**src/rtl/mips_pkg.sv**
```systemverilog
// Purpose: shared types and constants for the multicycle MIPS PC/IR/memory-access slice.
// Latency: n/a (types and constants only).
// Backpressure: n/a.
// Contents: PC source encoding, memory-access FSM states, reset vector, alignment helper.
package mips_pkg;

   // Next-PC source selected by the control unit.
   typedef enum logic [1:0] {
      PCS_ALU    = 2'b00,   // ALUResult (PC+4 during fetch)
      PCS_ALUOUT = 2'b01,   // registered ALU output (branch target)
      PCS_JUMP   = 2'b10,   // {PC[31:28], IR[25:0], 2'b00}
      PCS_HOLD   = 2'b11    // no PC write
   } pc_src_t;

   // Memory-access sequencer states.
   typedef enum logic [1:0] {
      IDLE    = 2'b00,
      WAIT_RD = 2'b01,
      WAIT_WR = 2'b10
   } mem_state_t;

   localparam logic [31:0] RESET_VECTOR = 32'h0000_0000;

   // Word alignment test for instruction addresses.
   function automatic logic is_word_aligned(input logic [31:0] addr);
      return (addr[1:0] == 2'b00);
   endfunction

endpackage

```
**src/rtl/pc_ir_unit_pc_sel.sv**
```systemverilog
// Purpose: next-PC selection and word-alignment check.
// Latency: purely combinational.
// Backpressure: none; the write enable arrives already gated by the caller's stall.
// Ports: pc_source/pc_we select and enable; pc/ir/alu_result/alu_out are the candidate
//        sources; next_pc is the selected value, pc_load commits it, align_err flags a
//        rejected misaligned write.
module pc_sel
   import mips_pkg::*;
(
   input  logic [1:0]  pc_source,
   input  logic        pc_we,
   input  logic [31:0] pc,
   input  logic [31:0] ir,
   input  logic [31:0] alu_result,
   input  logic [31:0] alu_out,
   output logic [31:0] next_pc,
   output logic        pc_load,
   output logic        align_err
);

   pc_src_t src;
   logic    src_valid;
   logic    aligned;

   assign src = pc_src_t'(pc_source);

   always_comb begin
      next_pc = pc;
      case (src)
         PCS_ALU:    next_pc = alu_result;
         PCS_ALUOUT: next_pc = alu_out;
         PCS_JUMP:   next_pc = {pc[31:28], ir[25:0], 2'b00};
         default:    next_pc = pc;
      endcase
   end

   // HOLD is a "no write" encoding, so it can never raise an alignment error.
   assign src_valid = (src != PCS_HOLD);
   assign aligned   = is_word_aligned(next_pc);
   assign pc_load   = pc_we & src_valid & aligned;
   assign align_err = pc_we & src_valid & ~aligned;

endmodule

```
**src/rtl/pc_ir_unit.sv**
```systemverilog
// Purpose: PC/IR/MDR registers and wait-state memory-access sequencer of a multicycle MIPS.
// Latency: zero-wait access completes at the request edge; each mem_ready=0 cycle adds one.
// Backpressure: Stall is high while an access waits; all PC/IR/MDR updates are held off.
// Ports: Clk/Reset; control-unit strobes (PCWrite..IRWrite, PCSource); datapath inputs
//        ALUResult/ALUOut/B/Zero; memory port mem_*; architectural PC/IR/MDR; decoded
//        IR fields; Stall and the one-cycle AlignErr pulse.
module pc_ir_unit
   import mips_pkg::*;
(
   input  logic        Clk,
   input  logic        Reset,
   input  logic        PCWrite,
   input  logic        PCWriteCond,
   input  logic        BranchNe,
   input  logic        IorD,
   input  logic        MemRead,
   input  logic        MemWrite,
   input  logic        IRWrite,
   input  logic [1:0]  PCSource,
   input  logic [31:0] ALUResult,
   input  logic [31:0] ALUOut,
   input  logic [31:0] B,
   input  logic        Zero,
   output logic [31:0] mem_addr,
   output logic [31:0] mem_wdata,
   output logic        mem_re,
   output logic        mem_we,
   input  logic [31:0] mem_rdata,
   input  logic        mem_ready,
   output logic [31:0] PC,
   output logic [31:0] IR,
   output logic [31:0] MDR,
   output logic [5:0]  Op,
   output logic [4:0]  rs,
   output logic [4:0]  rt,
   output logic [4:0]  rd,
   output logic [4:0]  shamt,
   output logic [5:0]  funct,
   output logic [15:0] imm16,
   output logic        Stall,
   output logic        AlignErr
);

   mem_state_t  state;
   logic [31:0] lat_addr;
   logic [31:0] lat_wdata;
   logic        lat_irw;

   logic        rd_req;
   logic        wr_req;
   logic        active;
   logic        rd_done;
   logic        ir_load;
   logic        pc_we;
   logic [31:0] next_pc;
   logic        pc_load;
   logic        align_err;

   // A write wins over a simultaneous read; IRWrite alone implies an instruction read.
   assign wr_req = MemWrite;
   assign rd_req = (IRWrite | MemRead) & ~MemWrite;

   // In IDLE the port follows the control inputs; in WAIT_* it replays the latched access.
   always_comb begin
      mem_addr  = 32'h0;
      mem_wdata = 32'h0;
      mem_re    = 1'b0;
      mem_we    = 1'b0;
      active    = 1'b0;
      case (state)
         IDLE: begin
            mem_addr  = IorD ? ALUOut : PC;
            mem_wdata = B;
            mem_re    = rd_req;
            mem_we    = wr_req;
            active    = rd_req | wr_req;
         end
         WAIT_RD: begin
            mem_addr  = lat_addr;
            mem_wdata = lat_wdata;
            mem_re    = 1'b1;
            active    = 1'b1;
         end
         WAIT_WR: begin
            mem_addr  = lat_addr;
            mem_wdata = lat_wdata;
            mem_we    = 1'b1;
            active    = 1'b1;
         end
         default: begin
            mem_addr  = 32'h0;
         end
      endcase
   end

   assign Stall   = active & ~mem_ready;
   assign rd_done = mem_re & mem_ready;
   // IR load intent is captured with the access so a waited fetch still lands in IR.
   assign ir_load = rd_done & ((state == IDLE) ? IRWrite : lat_irw);

   assign pc_we = (PCWrite | (PCWriteCond & (Zero ^ BranchNe))) & ~Stall;

   pc_sel u_pc_sel (
      .pc_source  (PCSource),
      .pc_we      (pc_we),
      .pc         (PC),
      .ir         (IR),
      .alu_result (ALUResult),
      .alu_out    (ALUOut),
      .next_pc    (next_pc),
      .pc_load    (pc_load),
      .align_err  (align_err)
   );

   always_ff @(posedge Clk or posedge Reset) begin
      if (Reset) begin
         state     <= IDLE;
         PC        <= RESET_VECTOR;
         IR        <= 32'h0;
         MDR       <= 32'h0;
         AlignErr  <= 1'b0;
         lat_addr  <= 32'h0;
         lat_wdata <= 32'h0;
         lat_irw   <= 1'b0;
      end else begin
         AlignErr <= align_err;
         if (pc_load) PC  <= next_pc;
         if (rd_done) MDR <= mem_rdata;
         if (ir_load) IR  <= mem_rdata;
         case (state)
            IDLE: begin
               if (Stall) begin
                  lat_addr  <= mem_addr;
                  lat_wdata <= mem_wdata;
                  lat_irw   <= IRWrite & ~MemWrite;
                  state     <= wr_req ? WAIT_WR : WAIT_RD;
               end
            end
            WAIT_RD, WAIT_WR: begin
               if (mem_ready) state <= IDLE;
            end
            default: state <= IDLE;
         endcase
      end
   end

   assign Op    = IR[31:26];
   assign rs    = IR[25:21];
   assign rt    = IR[20:16];
   assign rd    = IR[15:11];
   assign shamt = IR[10:6];
   assign funct = IR[5:0];
   assign imm16 = IR[15:0];

endmodule

```
**config.mk**
```make
export PLATFORM = sky130hd
export DESIGN_NAME = pc_ir_unit
export DESIGN_NICKNAME = d
export VERILOG_FILES = /design/src/rtl/mips_pkg.sv /design/src/rtl/pc_ir_unit_pc_sel.sv /design/src/rtl/pc_ir_unit.sv
export SDC_FILE = /design/constraint.sdc
export NUM_CORES = 1
export LEC_CHECK = 0
export BUFFER_PORTS_ARGS = -buffer_cell sky130_fd_sc_hd__buf_2
export CAP_MARGIN = 10
export CORE_ASPECT_RATIO = 1.4
export CORE_MARGIN = 2
export CORE_UTILIZATION = 25
export CTS_BUF_LIST = sky130_fd_sc_hd__clkbuf_8
export DETAILED_ROUTE_END_ITERATION = 6
export GPL_ROUTABILITY_DRIVEN = 1
export PLACE_DENSITY_LB_ADDON = 0.2
export SETUP_SLACK_MARGIN = 0.2
export SLEW_MARGIN = 20
export SYNTH_ARGS = -nofsm -noshare
export SYNTH_HDL_FRONTEND = slang
export SYNTH_HIERARCHICAL = 1
export SYNTH_SLANG_ARGS = --single-unit
```
**constraint.sdc**
```tcl
create_clock -name Clk -period 6.3 [get_ports Clk]
set_clock_uncertainty 0.15 [all_clocks]
set_input_delay 0.315 -clock Clk [delete_from_list [all_inputs] [get_ports Clk]]
set_output_delay 0.315 -clock Clk [all_outputs]
set_load 0.03 [all_outputs]
```
==> results by group, run 1 <==
Routing
  • DR vias/cell: 4.55
  • 1st-iter DRT viols: 219
  • Post-DRT Antenna Nets: 0
  • WL/cell: 18.5 microns
  • Via count: 6,704
  • DRC violation count after routing: 0
  • Pre-antenna DRT Iters: 4
  • Routed wire length: 27,300 microns

Clock tree
  • # clock sinks: 164
  • CTS root buf: clkbuf_8
  • CTS tree: yes
  • H-tree depth: 4
  • Post-CTS Setup Bufs: 0
  • Reg clk slew, reported paths: 110 ps
  • Clk Latency, worst-skew pair: 490 ps
  • Clock buffer count from CTS: 17
  • Max clock buf depth: 2
  • CTS resizes: 0

Power and ir drop
  • Psw: 3.75 mW
  • Clock Power Share: 0.111
  • Pwr dens: 640 mW/mm^2
  • Leakage power: 5.39 nW
  • Logic pwr share: 0.618
  • Worst vdd ir: 0.409 mV
  • Flop pwr share: 0.272
  • Sw Ratio: 0.525
  • Int Power: 3.39 mW

Placement
  • PortBufs: 352
  • Gp weighted congestion: 0.717
  • Hpwl dp: 18,400 microns
  • DP Area: 0.0104 sq mm

Setup path
  • Setup crit start kind: flop
  • Crit path kind: flop to flop
  • Crit path DAT: 3920 ps
  • Worst Path Max Fanout: 68
  • CP required: 6520 ps
  • Crit. End Element: flop

Logic synthesis
  • Synthesized flop and latch total: 164
  • Synth Cell Area: 0.00868 sq mm
  • Seq/Total Area, Yosys: 0.473
  • Avg Inst Size Synth: 12.4 sq um
  • Synthesis Warnings: 6
  • Post-synth EDFFs: 0
  • Ys flop type: dfrtp_1
  • Mapped Cells: 700
  • Asr flop ratio synth: 1.00
  • Post-synth cell types: 36
  • Syn Nets: 845

STA
  • Worst hold slack: 80.8 ps
  • Slew headroom: 0.345
  • Setup violators final: 0
  • Setup TNS: 0 ps
  • Post-route minimum period: 3700 ps
  • RSZ-0062 raised after global routing: no
  • Worst-Margin Slew: 983 ps
  • Final hold vios: 0
  • Max frequency: 270 MHz
  • Slew Limit Fails: 0
  • Period utilisation layout: 0.588

Global route
  • Largest net degree at the start of global routing: 95
  • Initial antenna violation count: 2
  • GRT Total Usage: 0.149
  • First-pass GRT wire length: 40,800 microns
  • Vias in the first global route: 6,825
  • Grt total ovfl: 0

Hold path
  • Worst Hold Class: primary input to flop

Floorplan
  • Die Y: 224 microns
  • Die W: 161 microns
  • I/O pins: 353
  • Starting density of the core: 0.254
  • Row count: 80
  • Core Region: 0.0341 sq mm
  • Die Area: 0.0362 sq mm

Layout
  • Commonest non-fill, non-tap cell in the layout: buf_2
  • Final core utilization: 0.326
  • Share of cells above drive strength 1: 0.572
  • Final instance area: 0.0111 sq mm
  • Synth-to-layout area growth: 28.4%
  • Commonest non-fill, non-tap cells in the layout: buf_2 (352), dfrtp_1 (164), mux2_2 (127), nor2_1 (69), a22oi_1 (64)
  • Final net count: 1,153

Status
  • Status: finished clean

Job
  • Max-Cap Viols: 0
[metal layers]
layer | GRT usage | wire length (microns) | vias to the layer above
met4 | 0.0516 | 455 | 0
met5 | 0 | 0 | -
met2 | 0.258 | 14100 | 217
met1 | 0.177 | 11100 | 3367
met3 | 0.0389 | 1570 | 23
li1 | - | - | 3097
[worst max-delay path: stages, from the launching register on]
cell	delay (ps)
dfrtp_1	440
inv_1	120
ha_4	510
o31ai_1	550
nor2_1	120
nor2_1	190
nand2_1	120
nor3_4	510
buf_4	460
mux2_2	380
[power by group through the flow]
stage                     clock network (mW)  logic [mW]  registers [mW]
after global routing                   0.876        4.70            2.01
final                                  0.789        4.41            1.94
after detailed placement                   0        4.46            1.96
after floorplan                            0        2.78            2.51
after CTS                              0.832        4.48            1.95
after global placement                     0        4.44            1.94
[cell families (layout without fill, tap and decap cells)]
family,after synthesis,count (layout),synth area share
AO/OA/AOI/OAI,110,110,0.0882
other,0,2,0
multiplexers,193,193,0.297
AND/OR/NAND/NOR,120,120,0.0552
flip-flops,164,164,0.473
adder cells (fa/ha/maj),4,4,0.00577
buffers and inverters,108,429,0.0797
XOR/XNOR,1,1,0.00101
[synth_stat cells, types with 2 or more instances]
cell / instances / share of area
dfrtp_1: 164 / 0.47
mux2_2: 127 / 0.16
nor2_1: 69 / 0.030
a22oi_1: 64 / 0.055
buf_4: 48 / 0.042
nand2_1: 43 / 0.019
mux2_4: 31 / 0.054
o21ai_0: 30 / 0.017
mux4_2: 26 / 0.067
clkbuf_1: 21 / 0.0091
buf_2: 16 / 0.0092
buf_1: 11 / 0.0048
o21ai_1: 6 / 0.0035
buf_6: 5 / 0.0065
mux2_1: 5 / 0.0065
ha_1: 4 / 0.0058
inv_1: 4 / 0.0017
mux2i_1: 4 / 0.0046
buf_12: 3 / 0.0069
a21oi_1: 2 / 0.0012
a22o_1: 2 / 0.0020
[repair_timing]
action / in CTS / in global routing
hold buffers: 34 / 0
endpoints found under the hold margin: 158 / 0
endpoints found under the setup margin: 0 / 0
[path summary, 6_finish.rpt]
kind                                from      end  slack, ps  cells past startpoint
worst max-delay path            state[1]   PC[21]       2600                      9
max in group asynchronous          Reset   PC[12]       4150                      4
worst min-delay path            MemWrite  lat_irw         80                      4
min in group asynchronous          Reset   MDR[6]        350                      3
worst min register to register   lat_irw  lat_irw        330                      2
worst max register to register  state[1]   PC[21]       2600                      9
[per-stage QoR]
step           cells  worst slack (ps)  total power [mW]
2_1_floorplan    700              1400              5.29
5_1_grt         1474              2250              7.59
3_5_place_dp    1406              2490              6.42
3_3_place_gp    1406              2590              6.38
6_report        1474              2600              7.14
4_1_cts         1472              2470              7.26
[flip-flops by register name (all words and copies together) (netlist names)]
register,cells
AlignErr,1
IR,32
PC,32
lat_wdata,32
MDR,32
lat_addr,32
state,2
lat_irw,1
[area by class of cell]
type / instances / area [sq um]
fill: 3552 / 23000
sequential: 164 / 4100
multi-input combinational: 428 / 3910
timing repair buffer: 393 / 2150
tap: 451 / 564
clock buffer: 19 / 262
clock inverter: 13 / 124
inverter: 4 / 20.0
antenna: 2 / 5.00
Note: power is estimated with default switching activity, not from simulation.
==> run 2: changes to the inputs <==
--- a/config.mk
+++ b/config.mk
@@ -5,6 +5,7 @@
 export SDC_FILE = /design/constraint.sdc
 export NUM_CORES = 1
 export LEC_CHECK = 0
+export ABC_AREA = 1
 export BUFFER_PORTS_ARGS = -buffer_cell sky130_fd_sc_hd__buf_2
 export CAP_MARGIN = 10
 export CORE_ASPECT_RATIO = 1.4
==> constraint.sdc (replaced) <==
create_clock -name Clk -period 3.2 [get_ports Clk]
set_clock_uncertainty 0.15 [all_clocks]
set_input_delay 0.16 -clock Clk [delete_from_list [all_inputs] [get_ports Clk]]
set_output_delay 0.16 -clock Clk [all_outputs]
set_load 0.03 [all_outputs]
==> run 2 against run 1 <==
Count of clock-buffer cells in the layout fell by 1. Largest cell class unchanged. Highest routed layer is now met5. First-iteration DRC count rose to 2.6 times the previous value. Utilization up 2.4 points. Largest power group unchanged. Die area grew 5.0%. Cell area grew 13%. Synthesized cell count is 74% higher.
==> results by group, run 2 <==
STA
  • Worst-Margin Slew: 1030 ps
  • Period utilisation layout: 0.857
  • Post-route minimum period: 2740 ps
  • RSZ-0062 raised after global routing: no
  • Slew Limit Fails: 0
  • Setup violators final: 0
  • Slew headroom: 0.316
  • Setup TNS: 0 ps
  • Final hold vios: 0
  • Worst hold slack: 59.5 ps
  • Max frequency: 365 MHz

Clock tree
  • # clock sinks: 164
  • H-tree depth: 4
  • Clk Latency, worst-skew pair: 490 ps
  • CTS tree: yes
  • CTS root buf: clkbuf_8
  • Max clock buf depth: 2
  • Reg clk slew, reported paths: 100 ps
  • Clock buffer count from CTS: 17

Logic synthesis
  • Cell with the most instances after synthesis: nand2_1
  • Mapped Cells: 1,216
  • Post-synth EDFFs: 0
  • Avg Inst Size Synth: 7.50 sq um
  • Synthesis Warnings: 6
  • Seq/Total Area, Yosys: 0.450
  • Commonest cells in the netlist: nand2_1 (518), dfrtp_1 (164), o21ai_0 (142)
  • Top post-synthesis cells by area: dfrtp_1 (45%), nand2_1 (21%), o21ai_0 (7.8%)
  • Synthesized flop and latch total: 164
  • Top-area cell type share of the netlist area: 0.450
  • Synth Cell Area: 0.00912 sq mm
  • Largest area contributor in the netlist: dfrtp_1
  • Syn Nets: 1,361
  • Ys flop type: dfrtp_1
  • Asr flop ratio synth: 1.00
  • Post-synth cell types: 30

Setup path
  • Critical Path Source: state[0]
  • Worst Setup EP: Stall
  • CP most frequent cell: inv_1
  • Worst r2r src: state[0]
  • CP required: 2890 ps
  • Crit path DAT: 2430 ps
  • Crit. End Element: output pin
  • Reg2Reg Depth: 10
  • Worst-path cell chain: inv_1, ha_4, a21oi_2, nand2_2, nand2_8, buf_6, inv_1, buf_2
  • Slowest CP cell: dfrtp_1
  • Worst R2R Setup Slack: 490 ps
  • R2r endpoint: lat_irw
  • Setup crit start kind: flop
  • Crit path kind: flop to output pin
  • Worst Path Max Fanout: 39
  • Crit-path max cell delay: 400 ps

Job
  • Max-Cap Viols: 0

Routing
  • DR vias/cell: 4.47
  • 1st-iter DRT viols: 579
  • Pre-antenna DRT Iters: 5
  • Via count: 9,329
  • WL/cell: 16.8 microns
  • Routed wire length: 35,000 microns
  • Post-DRT Antenna Nets: 0
  • DRC violation count after routing: 0

Layout
  • Commonest non-fill, non-tap cells in the layout: nand2_1 (518), buf_2 (352), dfrtp_1 (164), o21ai_0 (142), dlygate4sd3_1 (138)
  • Share of cells above drive strength 1: 0.279
  • Commonest non-fill, non-tap cell in the layout: nand2_1
  • Synth-to-layout area growth: 38.1%
  • Final net count: 1,756
  • Non-Filler Instances: 2,087

Floorplan
  • Starting density of the core: 0.254
  • Row count: 82
  • I/O pins: 353
  • Core Region: 0.0359 sq mm
  • Die Y: 230 microns
  • Die W: 165 microns
  • Die Area: 0.0380 sq mm

Status
  • Status: finished clean

Hold path
  • Worst Hold Class: primary input to flop

Global route
  • M3 GR Usage: 0.0424
  • Initial antenna violation count: 2
  • Grt total ovfl: 0
  • First-pass GRT wire length: 52,900 microns
  • GRT Total Usage: 0.183
  • Met2 Resource Use GR: 0.324
  • Largest net degree at the start of global routing: 165
  • Busiest layer in global routing: met2
  • Vias in the first global route: 9,312
  • M1 GR Usage: 0.219

Placement
  • Gp weighted congestion: 0.764
  • PortBufs: 352
  • Hpwl dp: 23,400 microns
  • Inst Count DP: 1,915

Power and ir drop
  • Pwr dens: 1040 mW/mm^2
  • Leakage power: 6.59 nW
  • Worst vdd ir: 0.456 mV
-- run 2: changes by cell type after synthesis, sizes merged, moves of 4 or more --
| cell | before | now |
|---|---|---|
| nand2 | 43 | 523 |
| mux2 | 163 | 0 |
| o21ai | 36 | 195 |
| inv | 4 | 80 |
| a21oi | 2 | 65 |
| a22oi | 64 | 1 |
| nor2 | 69 | 13 |
| mux4 | 26 | 0 |
| nand4 | 1 | 26 |
| buf | 83 | 103 |
| nand3 | 1 | 13 |
| clkbuf | 21 | 26 |
| mux2i | 4 | 0 |
-- run 2: cell families after synthesis --
kind of cell,after synthesis,synth area share
fa+ha+maj,4,0.00549
compound gates,263,0.160
buf+inv,209,0.130
simple gates,576,0.254
flops,164,0.450
-- run 2: worst max-delay path: cells and delay by family (launching register included) --
kind,cells,cell delay [ps]
and+or+nand+nor,2,310
DFF,1,400
adders and majority gates,1,270
AOI/OAI and AO/OA,1,170
buffers and inverters,4,770
-- run 2: timing repair --
item                                   in CTS  in global routing
setup endpoints to repair                   7                 45
buffers inserted                            0                  1
gates resized for setup                     2                  2
endpoints found under the hold margin     302                  0
pin swaps                                   0                  1
gates cloned                                0                  0
hold buffers                              138                  0
-- run 2: power by group --
| part | internal (mW) | switching (mW) | total, mW |
|---|---|---|---|
| Clock | 0.819 | 0.920 | 1.74 |
| Combinational | 2.12 | 5.62 | 7.75 |
| Sequential | 2.94 | 0.640 | 3.58 |
-- run 2: worst min path at each step --
stage,end,startpoint,depth (start not counted)
final,lat_addr[24],ALUOut[24],7
after global routing,lat_addr[27],ALUOut[27],7
after detailed placement,IR[21],mem_rdata[21],3
after floorplan,lat_irw,IRWrite,2
after global placement,IR[28],mem_rdata[28],3
after CTS,lat_addr[27],ALUOut[27],7
-- run 2: area by class of cell --
cell class,instances,area (sq um)
inverter,80,307
fill,3908,23300
clock inverter,14,188
antenna,1,2.50
sequential,164,4100
clock buffer,18,248
tap,462,578
multi-input combinational,843,3870
timing repair buffer,505,3300
-- run 2: metrics by stage --
stage	total power [mW]	setup slack (ps)	util	cell area, sq um
5_1_grt	14.0	233	0.351	12600
3_3_place_gp	11.1	615	0.299	10700
4_1_cts	13.2	154	0.350	12600
2_1_floorplan	9.18	799	-	9120
3_5_place_dp	11.2	559	0.299	10700
6_report	13.1	458	0.351	12600
-- run 2: layer usage --
metal,share of wire,up-vias
met4,0.022,2
met5,0.00046,-
met2,0.52,222
met1,0.41,4464
met3,0.048,41
li1,-,4600
